`src/rtl/core_clk_pkg.sv`:
```
// core_clk_pkg: shared types and default constants for the core clock/reset slice.
//   state_e        - reset sequencer states (wait for lock, hold-off, run)
//   HoldCyclesDef  - default synced-lock hold time before reset release
//   CeDivDef       - default clock-enable period in clk cycles
package core_clk_pkg;

    typedef enum logic [1:0] {
        StWaitLock  = 2'd0,
        StStabilize = 2'd1,
        StRun       = 2'd2
    } state_e;

    localparam int unsigned HoldCyclesDef = 1024;
    localparam int unsigned CeDivDef      = 8;

endpackage

```
`src/rtl/core_rst_ce_gen_if.sv`:
```
// core_rst_ce_gen_if: lock input, sticky clear and reset/enable outputs of the sequencer.
//   dcm_ready  - DCM lock (asynchronous to clk)
//   lock_clr   - synchronous clear of lock_lost
//   sys_rst    - active-high core reset
//   ce/ce_half - one-cycle enable pulses at period end / mid-period
//   running    - sequencer is in its run state
//   lock_lost  - sticky flag: lock dropped while running
// master: the side supplying lock/clear and consuming reset/enables.
// slave : the sequencer itself.
interface core_rst_ce_gen_if;
    logic dcm_ready;
    logic lock_clr;
    logic sys_rst;
    logic ce;
    logic ce_half;
    logic running;
    logic lock_lost;

    modport master (
        output dcm_ready, lock_clr,
        input  sys_rst, ce, ce_half, running, lock_lost
    );

    modport slave (
        input  dcm_ready, lock_clr,
        output sys_rst, ce, ce_half, running, lock_lost
    );
endinterface

```
`src/rtl/sync_ff.sv`:
```
// sync_ff: N-stage single-bit synchronizer, all stages reset to 0.
//   clk   - destination clock
//   rst_n - asynchronous active-low reset
//   d     - asynchronous input
//   q     - synchronized output (last stage)
module sync_ff #(
    parameter int unsigned STAGES = 2
) (
    input  logic clk,
    input  logic rst_n,
    input  logic d,
    output logic q
);
    logic [STAGES-1:0] chain_q;

    always_ff @(posedge clk or negedge rst_n) begin
        if (!rst_n) begin
            chain_q <= '0;
        end else begin
            chain_q <= {chain_q[STAGES-2:0], d};
        end
    end

    assign q = chain_q[STAGES-1];
endmodule

```
`src/rtl/core_rst_ce_gen.sv`:
```
// core_rst_ce_gen: holds the core in reset until DCM lock has been stable for HOLD_CYCLES,
// then paces it with periodic clock enables; drops back to reset when lock is lost.
//   clk   - DCM doubled clock
//   rst_n - asynchronous active-low reset
//   bus   - slave side: dcm_ready, lock_clr in; sys_rst, ce, ce_half, running, lock_lost out
module core_rst_ce_gen
    import core_clk_pkg::*;
#(
    parameter int unsigned SYNC_STAGES = 2,
    parameter int unsigned HOLD_CYCLES = HoldCyclesDef,
    parameter int unsigned CE_DIV      = CeDivDef
) (
    input  logic               clk,
    input  logic               rst_n,
    core_rst_ce_gen_if.slave   bus
);
    localparam int unsigned HoldW = (HOLD_CYCLES > 1) ? $clog2(HOLD_CYCLES) : 1;
    localparam int unsigned DivW  = $clog2(CE_DIV);

    localparam logic [HoldW-1:0] HoldLast = HoldW'(HOLD_CYCLES - 1);
    localparam logic [DivW-1:0]  DivLast  = DivW'(CE_DIV - 1);
    localparam logic [DivW-1:0]  DivHalf  = DivW'(CE_DIV / 2 - 1);

    logic             lock_s;
    state_e           state_q, state_d;
    logic [HoldW-1:0] hold_cnt_q, hold_cnt_d;
    logic [DivW-1:0]  div_cnt_q, div_cnt_d;
    logic             sys_rst_q, sys_rst_d;
    logic             running_q, running_d;
    logic             ce_q, ce_d;
    logic             ce_half_q, ce_half_d;
    logic             lock_lost_q, lock_lost_d;
    logic             active;

    sync_ff #(
        .STAGES (SYNC_STAGES)
    ) u_lock_sync (
        .clk   (clk),
        .rst_n (rst_n),
        .d     (bus.dcm_ready),
        .q     (lock_s)
    );

    // State and counter registers.
    always_ff @(posedge clk or negedge rst_n) begin
        if (!rst_n) begin
            state_q    <= StWaitLock;
            hold_cnt_q <= '0;
        end else begin
            state_q    <= state_d;
            hold_cnt_q <= hold_cnt_d;
        end
    end

    // Next-state logic.
    always_comb begin
        state_d    = state_q;
        hold_cnt_d = hold_cnt_q;
        unique case (state_q)
            StWaitLock: begin
                hold_cnt_d = '0;
                if (lock_s) begin
                    state_d = StStabilize;
                end
            end
            StStabilize: begin
                if (!lock_s) begin
                    state_d    = StWaitLock;
                    hold_cnt_d = '0;
                end else if (hold_cnt_q == HoldLast) begin
                    state_d    = StRun;
                    hold_cnt_d = '0;
                end else begin
                    hold_cnt_d = hold_cnt_q + 1'b1;
                end
            end
            StRun: begin
                if (!lock_s) begin
                    state_d = StWaitLock;
                end
            end
            default: begin
                state_d    = StWaitLock;
                hold_cnt_d = '0;
            end
        endcase
    end

    // Divider only runs once reset has been released to the core, so the first ce lands
    // exactly CE_DIV cycles after the sys_rst fall.
    assign active = (state_q == StRun) && running_q;

    // Output next-state logic.
    always_comb begin
        sys_rst_d = (state_q != StRun);
        running_d = (state_q == StRun);
        div_cnt_d = '0;
        if (active) begin
            div_cnt_d = (div_cnt_q == DivLast) ? '0 : div_cnt_q + 1'b1;
        end
        ce_d      = active && (div_cnt_q == DivLast);
        ce_half_d = active && (div_cnt_q == DivHalf);
        // running_q still high while state has left RUN marks the lock-loss edge; set wins.
        if (running_q && (state_q != StRun)) begin
            lock_lost_d = 1'b1;
        end else if (bus.lock_clr) begin
            lock_lost_d = 1'b0;
        end else begin
            lock_lost_d = lock_lost_q;
        end
    end

    always_ff @(posedge clk or negedge rst_n) begin
        if (!rst_n) begin
            div_cnt_q   <= '0;
            sys_rst_q   <= 1'b1;
            running_q   <= 1'b0;
            ce_q        <= 1'b0;
            ce_half_q   <= 1'b0;
            lock_lost_q <= 1'b0;
        end else begin
            div_cnt_q   <= div_cnt_d;
            sys_rst_q   <= sys_rst_d;
            running_q   <= running_d;
            ce_q        <= ce_d;
            ce_half_q   <= ce_half_d;
            lock_lost_q <= lock_lost_d;
        end
    end

    assign bus.sys_rst   = sys_rst_q;
    assign bus.running   = running_q;
    assign bus.ce        = ce_q;
    assign bus.ce_half   = ce_half_q;
    assign bus.lock_lost = lock_lost_q;
endmodule

```
`src/flat_wrapper.sv`:
```
// flat-port wrapper written by rule: the top's interface ports become plain ports
module core_rst_ce_gen_flat import core_clk_pkg::*;
#(
    parameter int unsigned SYNC_STAGES = 2,
    parameter int unsigned HOLD_CYCLES = HoldCyclesDef,
    parameter int unsigned CE_DIV      = CeDivDef
)
  (clk, rst_n, bus_dcm_ready, bus_lock_clr, bus_sys_rst, bus_ce, bus_ce_half, bus_running, bus_lock_lost);
  core_rst_ce_gen_if bus_i ();
  input  logic clk;
  input  logic rst_n;
  input wire logic [$bits(bus_i.dcm_ready)-1:0] bus_dcm_ready;
  input wire logic [$bits(bus_i.lock_clr)-1:0] bus_lock_clr;
  output wire logic [$bits(bus_i.sys_rst)-1:0] bus_sys_rst;
  output wire logic [$bits(bus_i.ce)-1:0] bus_ce;
  output wire logic [$bits(bus_i.ce_half)-1:0] bus_ce_half;
  output wire logic [$bits(bus_i.running)-1:0] bus_running;
  output wire logic [$bits(bus_i.lock_lost)-1:0] bus_lock_lost;
  assign bus_i.dcm_ready = bus_dcm_ready;
  assign bus_i.lock_clr = bus_lock_clr;
  assign bus_sys_rst = bus_i.sys_rst;
  assign bus_ce = bus_i.ce;
  assign bus_ce_half = bus_i.ce_half;
  assign bus_running = bus_i.running;
  assign bus_lock_lost = bus_i.lock_lost;
  core_rst_ce_gen #(.SYNC_STAGES(SYNC_STAGES), .HOLD_CYCLES(HOLD_CYCLES), .CE_DIV(CE_DIV)) u_core (.clk(clk), .rst_n(rst_n), .bus(bus_i));
endmodule
```
`config.mk`:
```
export PLATFORM = sky130hd
export DESIGN_NAME = core_rst_ce_gen_flat
export DESIGN_NICKNAME = d
export VERILOG_FILES = /design/src/rtl/core_clk_pkg.sv /design/src/rtl/core_rst_ce_gen_if.sv /design/src/rtl/sync_ff.sv /design/src/rtl/core_rst_ce_gen.sv /design/src/flat_wrapper.sv
export SDC_FILE = /design/constraint.sdc
export NUM_CORES = 1
export LEC_CHECK = 0
export ABC_CLOCK_PERIOD_IN_PS = 3800
export BUFFER_PORTS_ARGS = -buffer_cell sky130_fd_sc_hd__buf_2
export CORE_MARGIN = 3
export CORE_UTILIZATION = 45
export CTS_BUF_LIST = sky130_fd_sc_hd__clkbuf_4 sky130_fd_sc_hd__clkbuf_8
export DETAILED_ROUTE_END_ITERATION = 7
export GPL_TIMING_DRIVEN = 0
export PLACE_DENSITY = 0.73
export SETUP_SLACK_MARGIN = 0.05
export SYNTH_ARGS = -nofsm -noshare
export SYNTH_HDL_FRONTEND = slang
export SYNTH_SLANG_ARGS = --single-unit
```
`constraint.sdc`:
```
create_clock -name clk -period 3.8 [get_ports clk]
set_input_delay 0.76 -clock clk [delete_from_list [all_inputs] [get_ports clk]]
set_output_delay 0.76 -clock clk [all_outputs]
set_load 0.05 [all_outputs]
```
==> results of run 1 <==
-- area by class of cell --
type | count | share of cell area (%)
clock buffer | 4 | 3.44
timing repair buffer | 8 | 3.79
inverter | 4 | 1.42
sequential | 22 | 52.3
buffer | 3 | 1.42
tap | 25 | 2.96
multi-input combinational | 59 | 34.7
-- metrics by stage --
step	hold slack [ps]	std cells	setup slack, ps
after detailed placement	344	121	2120
after CTS	373	125	1940
after global routing	378	125	1900
after global placement	339	121	2150
final	369	125	1960
after floorplan	331	88	2270
-- report_power, final --
part,switching [mW],total (mW),internal (mW),leakage [nW]
Sequential,0.00181,0.238,0.237,0.296
Combinational,0.00850,0.0122,0.00372,0.183
Clock,0.0676,0.126,0.0586,0.0210
-- logic make-up after synthesis --
family	Yosys count
xor+xnor	1
simple gates	32
compound gates	22
flops	22
fa+ha+maj	4
buf+inv	7
-- flip-flops by register name, summed over array words and instances (netlist names) --
name                        flops
u_core.bus.ce_half              1
u_core.div_cnt_q                3
u_core.state_q                  2
u_core.bus.lock_lost            1
u_core.bus.ce                   1
u_core.bus.sys_rst              1
u_core.hold_cnt_q              10
u_core.u_lock_sync.chain_q      2
u_core.bus.running              1
-- synth_stat cells, drive strengths merged --
library cell | count | share of area, %
xor2 | 1 | 0.92
nand3 | 4 | 2.1
a41oi | 1 | 0.92
inv | 4 | 1.6
o21a | 1 | 0.79
o21ai | 11 | 5.8
a21o | 1 | 0.79
nor3 | 2 | 1.1
a22o | 1 | 0.92
or4b | 1 | 1.1
nand2b | 1 | 0.66
nand4 | 1 | 0.66
clkbuf | 2 | 0.79
nand2 | 8 | 3.2
nor2b | 1 | 0.66
o31ai | 2 | 1.6
and4 | 1 | 0.92
a31oi | 1 | 0.66
nand3b | 1 | 0.79
and3 | 4 | 2.6
a21oi | 3 | 1.6
nor3b | 3 | 2.4
ha | 4 | 5.3
buf | 1 | 0.79
or3 | 1 | 0.66
dfstp | 1 | 2.8
nor2 | 4 | 1.6
a41o | 1 | 1.1
dfrtp | 21 | 55
-- worst reg2reg max path, delay by kind of cell (launching register included) --
family                   cells  cell delay, ps
buffers and inverters        1             170
flip-flops                   1             430
adder cells (fa/ha/maj)      1             240
AND/OR/NAND/NOR              2             300
AO/OA/AOI/OAI                2             490
-- routing by layer --
metal  track usage (%)  routed length [um]  up-vias
li1                  -                   -      339
met1              18.4                 757      329
met2              19.9                 690       19
met3              6.02                  90        7
met4              4.80                  31        0
met5                 0                   0        -
-- final timing paths --
path / start / endpoint / slack, ps
setup / recovery: u_core.bus.sys_rst$_DFF_PN1_ / bus_sys_rst / 1960
setup reg to reg: u_core.hold_cnt_q[0]$_DFFE_PN0P_ / u_core.hold_cnt_q[7]$_DFFE_PN0P_ / 2090
hold / removal: u_core.u_lock_sync.chain_q[0]$_DFF_PN0_ / u_core.u_lock_sync.chain_q[1]$_DFF_PN0_ / 370
max in group asynchronous: rst_n / u_core.bus.sys_rst$_DFF_PN1_ / 3040
min in group asynchronous: rst_n / u_core.hold_cnt_q[3]$_DFFE_PN0P_ / 390
hold reg to reg: u_core.u_lock_sync.chain_q[0]$_DFF_PN0_ / u_core.u_lock_sync.chain_q[1]$_DFF_PN0_ / 370
==> reports/qor.csv, run 1 <==
stage,metric,value,unit
final_layout,area delta synth->final,11.3,%
clock_network,clk buf depth,2,
timing,"Slew Viols, Final",0,
detailed_routing,detailed-router iteration count before antenna repair,4,
critical_path,slowest CP cell,dfstp_2,
detailed_routing,detailed-route wire length,1.57,mm
power_and_ir_drop,VDD IR max,0.215,mV
critical_path,crit path cell chain,buf_2,
final_layout,Multi-input gate area,367,um2
clock_network,Post-CTS Resized,0,
place,Post-DP HPWL,1.13,mm
place,# port buffers,8,
detailed_routing,DRC violations left,0,
job,Max Cap Violations,0,
critical_path,biggest cell delay along the critical path,530,ps
final_layout,Nets,109,
yosys,Syn Area/Cell,10.8,um2
clock_network,Clock Latency Late Sink,310,ps
critical_path,Crit path depth,1,
critical_path,Crit Path Class,reg2out,
clock_network,CTS tree,done,
yosys,Post-Synthesis Cell Area,948,um2
critical_path,"delay-heaviest family, CP",flip-flops,
timing,final period utilization,48.4,%
critical_path,critical path endpoint category,primary output,
floorplan,number of I/O pins,9,
global_routing,antenna violations before repair,0,
timing,Max Freq,543,MHz
timing,Clock Skew,10.1,ps
yosys,"FF+latch count, synth",22,
clock_network,# clock sinks,22,
final_layout,FF/Latch Area,552,um2
timing,Tightest Pin Transition,488,ps
place,Placed Area,1020,um2
detailed_routing,DRT antenna net count,0,
clock_network,CTS H-tree lvls,1,
final_layout,Final Instance Area,1060,um2
yosys,Synth Instances,88,
final_layout,"most common cell after layout, fill and taps aside",dfrtp_1,
yosys,post-synthesis mux area share,0,%
timing,setup_tns,0,ps
detailed_routing,wire per inst,12.6,um
floorplan,Initial Utilization,51.0,%
yosys,sequential share of the synthesized area,58.2,%
yosys,area share of and/or/nand/nor cells after synthesis,18.3,%
critical_path,CP Launch Type,register,
critical_path,Worst Path Buf+Inv,1,
timing,RSZ-0062 raised after global routing,no,
timing,final hold violation count,0,
critical_path,Worst EP arrival,1080,ps
yosys,Synth warnings,0,
detailed_routing,Detailed Route Iter0 Violations,11,
final_layout,n_diodes,0,
power_and_ir_drop,pwr dens,357,nW/um2
global_routing,global-route wire length before repair,2.70,mm
detailed_routing,Via density,5.55,
floorplan,Die W,51.9,um
critical_path,length in cells of the worst reg-to-reg path,6,
timing,Final min period,1840,ps
yosys,"Net Count, Synth",96,
clock_network,clock tree root buffer cell,clkbuf_4,
global_routing,all-layer global routing usage,13.8,%
floorplan,core area,1860,um2
global_routing,largest net degree at the start of global routing,23,
final_layout,fraction of layout cells with a size suffix above 1,15.0,%
worst_hold_path,Hold Path Class,reg2reg,
yosys,complex-gate fraction of the synthesized area,14.1,%
timing,setup violators final,0,
global_routing,vias in the first global route,624,
timing,worst rel slew slack,67.5,%
yosys,unique cell type count in the Yosys netlist,31,
worst_hold_path,Hold Crit Depth,0,
power_and_ir_drop,PnR Total Power,377,uW
status,status,"finished, final reports clean",
clock_network,"Setup Fix Bufs, Post-CTS",0,
power_and_ir_drop,LEAKAGE,0.499,nW
clock_network,Clock transition at path regs,120,ps
yosys,Post-Synth Adder-Cell Area,5.28,%
critical_path,Critical Path Fanout Max,1,
floorplan,Std-Cell Rows,15,
clock_network,CTS Buf Count,3,
global_routing,total grt overflow,0,
yosys,main combinational cell family by area after synthesis,simple AND/OR/NAND/NOR gates,
detailed_routing,Vias,694,
place,Final GP Congestion,0.735,
clock_network,hold_buf cts,0,
floorplan,Die ar.,2690,um2
final_layout,"commonest cells after routing, fill and taps aside","dfrtp_1, nand2_1, buf_2",
yosys,xor/xnor share of the synthesized area,0.923,%
final_layout,Post-Route Utilization,56.8,%
critical_path,Worst Path Required,3040,ps
final_layout,fill count,170,
floorplan,Chip Height,51.9,um
(Power assumes the default switching activity.)
==> inputs of run 2 (changes only) <==
--- a/config.mk
+++ b/config.mk
@@ -5,7 +5,7 @@
 export SDC_FILE = /design/constraint.sdc
 export NUM_CORES = 1
 export LEC_CHECK = 0
-export ABC_CLOCK_PERIOD_IN_PS = 3800
+export ABC_CLOCK_PERIOD_IN_PS = 1930
 export BUFFER_PORTS_ARGS = -buffer_cell sky130_fd_sc_hd__buf_2
 export CORE_MARGIN = 3
 export CORE_UTILIZATION = 45
==> constraint.sdc (replaced) <==
create_clock -name clk -period 1.93 [get_ports clk]
set_input_delay 0.386 -clock clk [delete_from_list [all_inputs] [get_ports clk]]
set_output_delay 0.386 -clock clk [all_outputs]
set_load 0.05 [all_outputs]
==> run 2 against run 1 <==
Hold slack lost 360 ps. Flip-flop and latch count is the same. Clock power grew 98%. Die area is the same. Final area grew 0.71%. Largest cell class unchanged.
==> reports/qor.csv, run 2 (same netlist as run 1, synthesis figures left out) <==
stage,metric,value,unit,change
critical_path,reg2reg end,u_core.hold_cnt_q[3]$_DFFE_PN0P_,,
timing,WHS,7.59,ps,-362 ps
final_layout,Nets,109,,unchanged
timing,setup_tns,0,ps,unchanged
detailed_routing,detailed-router iteration count before antenna repair,4,,unchanged
final_layout,fraction of layout cells with a size suffix above 1,16.0,%,+1.0 points
final_layout,area delta synth->final,12.1,%,
clock_network,hold_buf cts,0,,unchanged
detailed_routing,DRC violations left,0,,unchanged
detailed_routing,Detailed Route Iter0 Violations,14,,+3
final_layout,Top Registers,"u_core.hold_cnt_q (10), u_core.div_cnt_q (3)",,
clock_network,CTS H-tree lvls,1,,unchanged
floorplan,Die ar.,2690,um2,unchanged
detailed_routing,Vias,707,,+1.9%
worst_hold_path,Hold Path Class,in2async,,
final_layout,"most common cell after layout, fill and taps aside",dfrtp_1,,
floorplan,Chip Height,51.9,um,unchanged
detailed_routing,Via density,5.66,,+1.9%
timing,Clock Skew,11.3,ps,+1.22 ps
place,Post-DP HPWL,1.13,mm,unchanged
global_routing,largest net degree at the start of global routing,23,,unchanged
place,# port buffers,8,,unchanged
clock_network,clock tree root buffer cell,clkbuf_4,,
clock_network,CTS Buf Count,3,,unchanged
timing,"Slew Viols, Final",0,,unchanged
global_routing,vias in the first global route,624,,unchanged
timing,final hold violation count,0,,unchanged
critical_path,Crit Path Class,reg2reg,,
status,status,"finished, final reports clean",,
job,Max Cap Violations,0,,unchanged
clock_network,Clock Latency Late Sink,310,ps,about the same
timing,post-route worst setup slack,213,ps,-1750 ps
timing,Tightest Pin Transition,471,ps,-16.1 ps
power_and_ir_drop,VDD IR max,0.445,mV,+110%
detailed_routing,DRT antenna net count,0,,unchanged
final_layout,fill count,170,,unchanged
critical_path,CP Launch Type,register,,
final_layout,max reg flops,10,,unchanged
final_layout,Reg with most FFs,u_core.hold_cnt_q,,
floorplan,Die W,51.9,um,unchanged
critical_path,length in cells of the worst reg-to-reg path,6,,unchanged
final_layout,Multi-input gate area,374,um2,+2.0%
clock_network,"Setup Fix Bufs, Post-CTS",0,,unchanged
global_routing,antenna violations before repair,0,,unchanged
critical_path,Critical Path Fanout Max,8,,+7
power_and_ir_drop,LEAKAGE,0.500,nW,about the same
critical_path,Worst Setup SP,u_core.hold_cnt_q[0]$_DFFE_PN0P_,,
clock_network,clk buf depth,2,,unchanged
floorplan,Initial Utilization,51.0,%,unchanged
critical_path,Worst R2R Start,u_core.hold_cnt_q[0]$_DFFE_PN0P_,,
detailed_routing,detailed-route wire length,1.58,mm,+0.96%
timing,final period utilization,89.0,%,
critical_path,critical path endpoint category,register,,
final_layout,Final Instance Area,1060,um2,+0.71%
floorplan,core area,1860,um2,unchanged
critical_path,reg-to-reg setup timing slack,210,ps,-1880 ps
timing,Final min period,1720,ps,
final_layout,FF/Latch Area,552,um2,unchanged
detailed_routing,wire per inst,12.7,um,+0.96%
timing,RSZ-0062 raised after global routing,no,,
critical_path,Worst EP arrival,1980,ps,+900 ps
clock_network,Clock transition at path regs,120,ps,about the same
critical_path,Worst Path Required,2190,ps,-850 ps
floorplan,number of I/O pins,9,,unchanged
place,Post-Place Setup Slack,253,ps,-1870 ps
timing,setup violators final,0,,unchanged
global_routing,all-layer global routing usage,13.8,%,unchanged
final_layout,"commonest cells after routing, fill and taps aside","dfrtp_1, nand2_1, buf_2",,
power_and_ir_drop,pwr dens,699,nW/um2,+96%
final_layout,n_diodes,0,,unchanged
timing,Max Freq,582,MHz,
global_routing,global-route wire length before repair,2.70,mm,unchanged
timing,worst rel slew slack,68.6,%,+1.1 points
place,Final GP Congestion,0.735,,unchanged
place,Placed Area,1020,um2,unchanged
floorplan,Std-Cell Rows,15,,unchanged
clock_network,CTS tree,done,,
global_routing,total grt overflow,0,,unchanged
clock_network,# clock sinks,22,,unchanged
==> run 2: cell counts in the layout (fill, tap and decap cells not counted) <==
Identical to the previous run, type by type.
==> run 2: routing by layer <==
layer / GRT usage, % / vias to the layer above / part of all wire, % / wire length, um
li1: - / 338 / - / -
met1: 18.4 / 344 / 46 / 724
met2: 19.9 / 20 / 46 / 728
met3: 6.02 / 5 / 6.9 / 109
met4: 4.80 / 0 / 1.4 / 22
met5: 0 / - / 0 / 0
==> run 2: cell type report <==
cell class	instances	area share (%)
Buffer	3	1.41
Inverter	4	1.41
Clock buffer	4	3.41
Timing Repair Buffer	8	3.76
Sequential cell	22	51.9
Multi-Input combinational cell	59	35.2
Tap cell	25	2.94
==> run 2: worst max-delay path: stages (launching register included) <==
cell      delay, ps
dfrtp_1         440
ha_1            240
and3_1          180
clkbuf_1        190
a41o_1          320
nor3b_1         200
a21o_1          100
==> run 2: metrics by stage <==
stage	power, mW	util, %	std cells
2_1_floorplan	0.488	-	88
3_3_place_gp	0.502	54.9	121
3_5_place_dp	0.503	54.9	121
4_1_cts	0.753	56.8	125
5_1_grt	0.774	57.2	125
6_report	0.744	57.2	125
==> run 2: worst max-delay path by stage <==
stage                                       end  slack [ps]  cells past startpoint
3_5_place_dp   u_core.hold_cnt_q[7]$_DFFE_PN0P_         250                      6
5_1_grt        u_core.hold_cnt_q[3]$_DFFE_PN0P_          80                      6
3_3_place_gp   u_core.hold_cnt_q[9]$_DFFE_PN0P_         280                      6
4_1_cts        u_core.hold_cnt_q[7]$_DFFE_PN0P_         200                      6
6_report       u_core.hold_cnt_q[3]$_DFFE_PN0P_         210                      6
2_1_floorplan  u_core.hold_cnt_q[3]$_DFFE_PN0P_         400                      6
==> run 2: what timing repair did <==
action,in CTS,in global routing
setup endpoints to repair,0,2
endpoints found under the hold margin,0,0
resized for setup,0,1
==> run 2: power by group <==
| part | leakage [nW] | total [mW] | switching [mW] | internal [mW] |
|---|---|---|---|---|
| clock | 0.0210 | 0.249 | 0.134 | 0.115 |
| sequential | 0.296 | 0.470 | 0.00362 | 0.466 |
| combinational | 0.183 | 0.0246 | 0.0169 | 0.00765 |
| total | 0.500 | 0.744 | 0.155 | 0.589 |
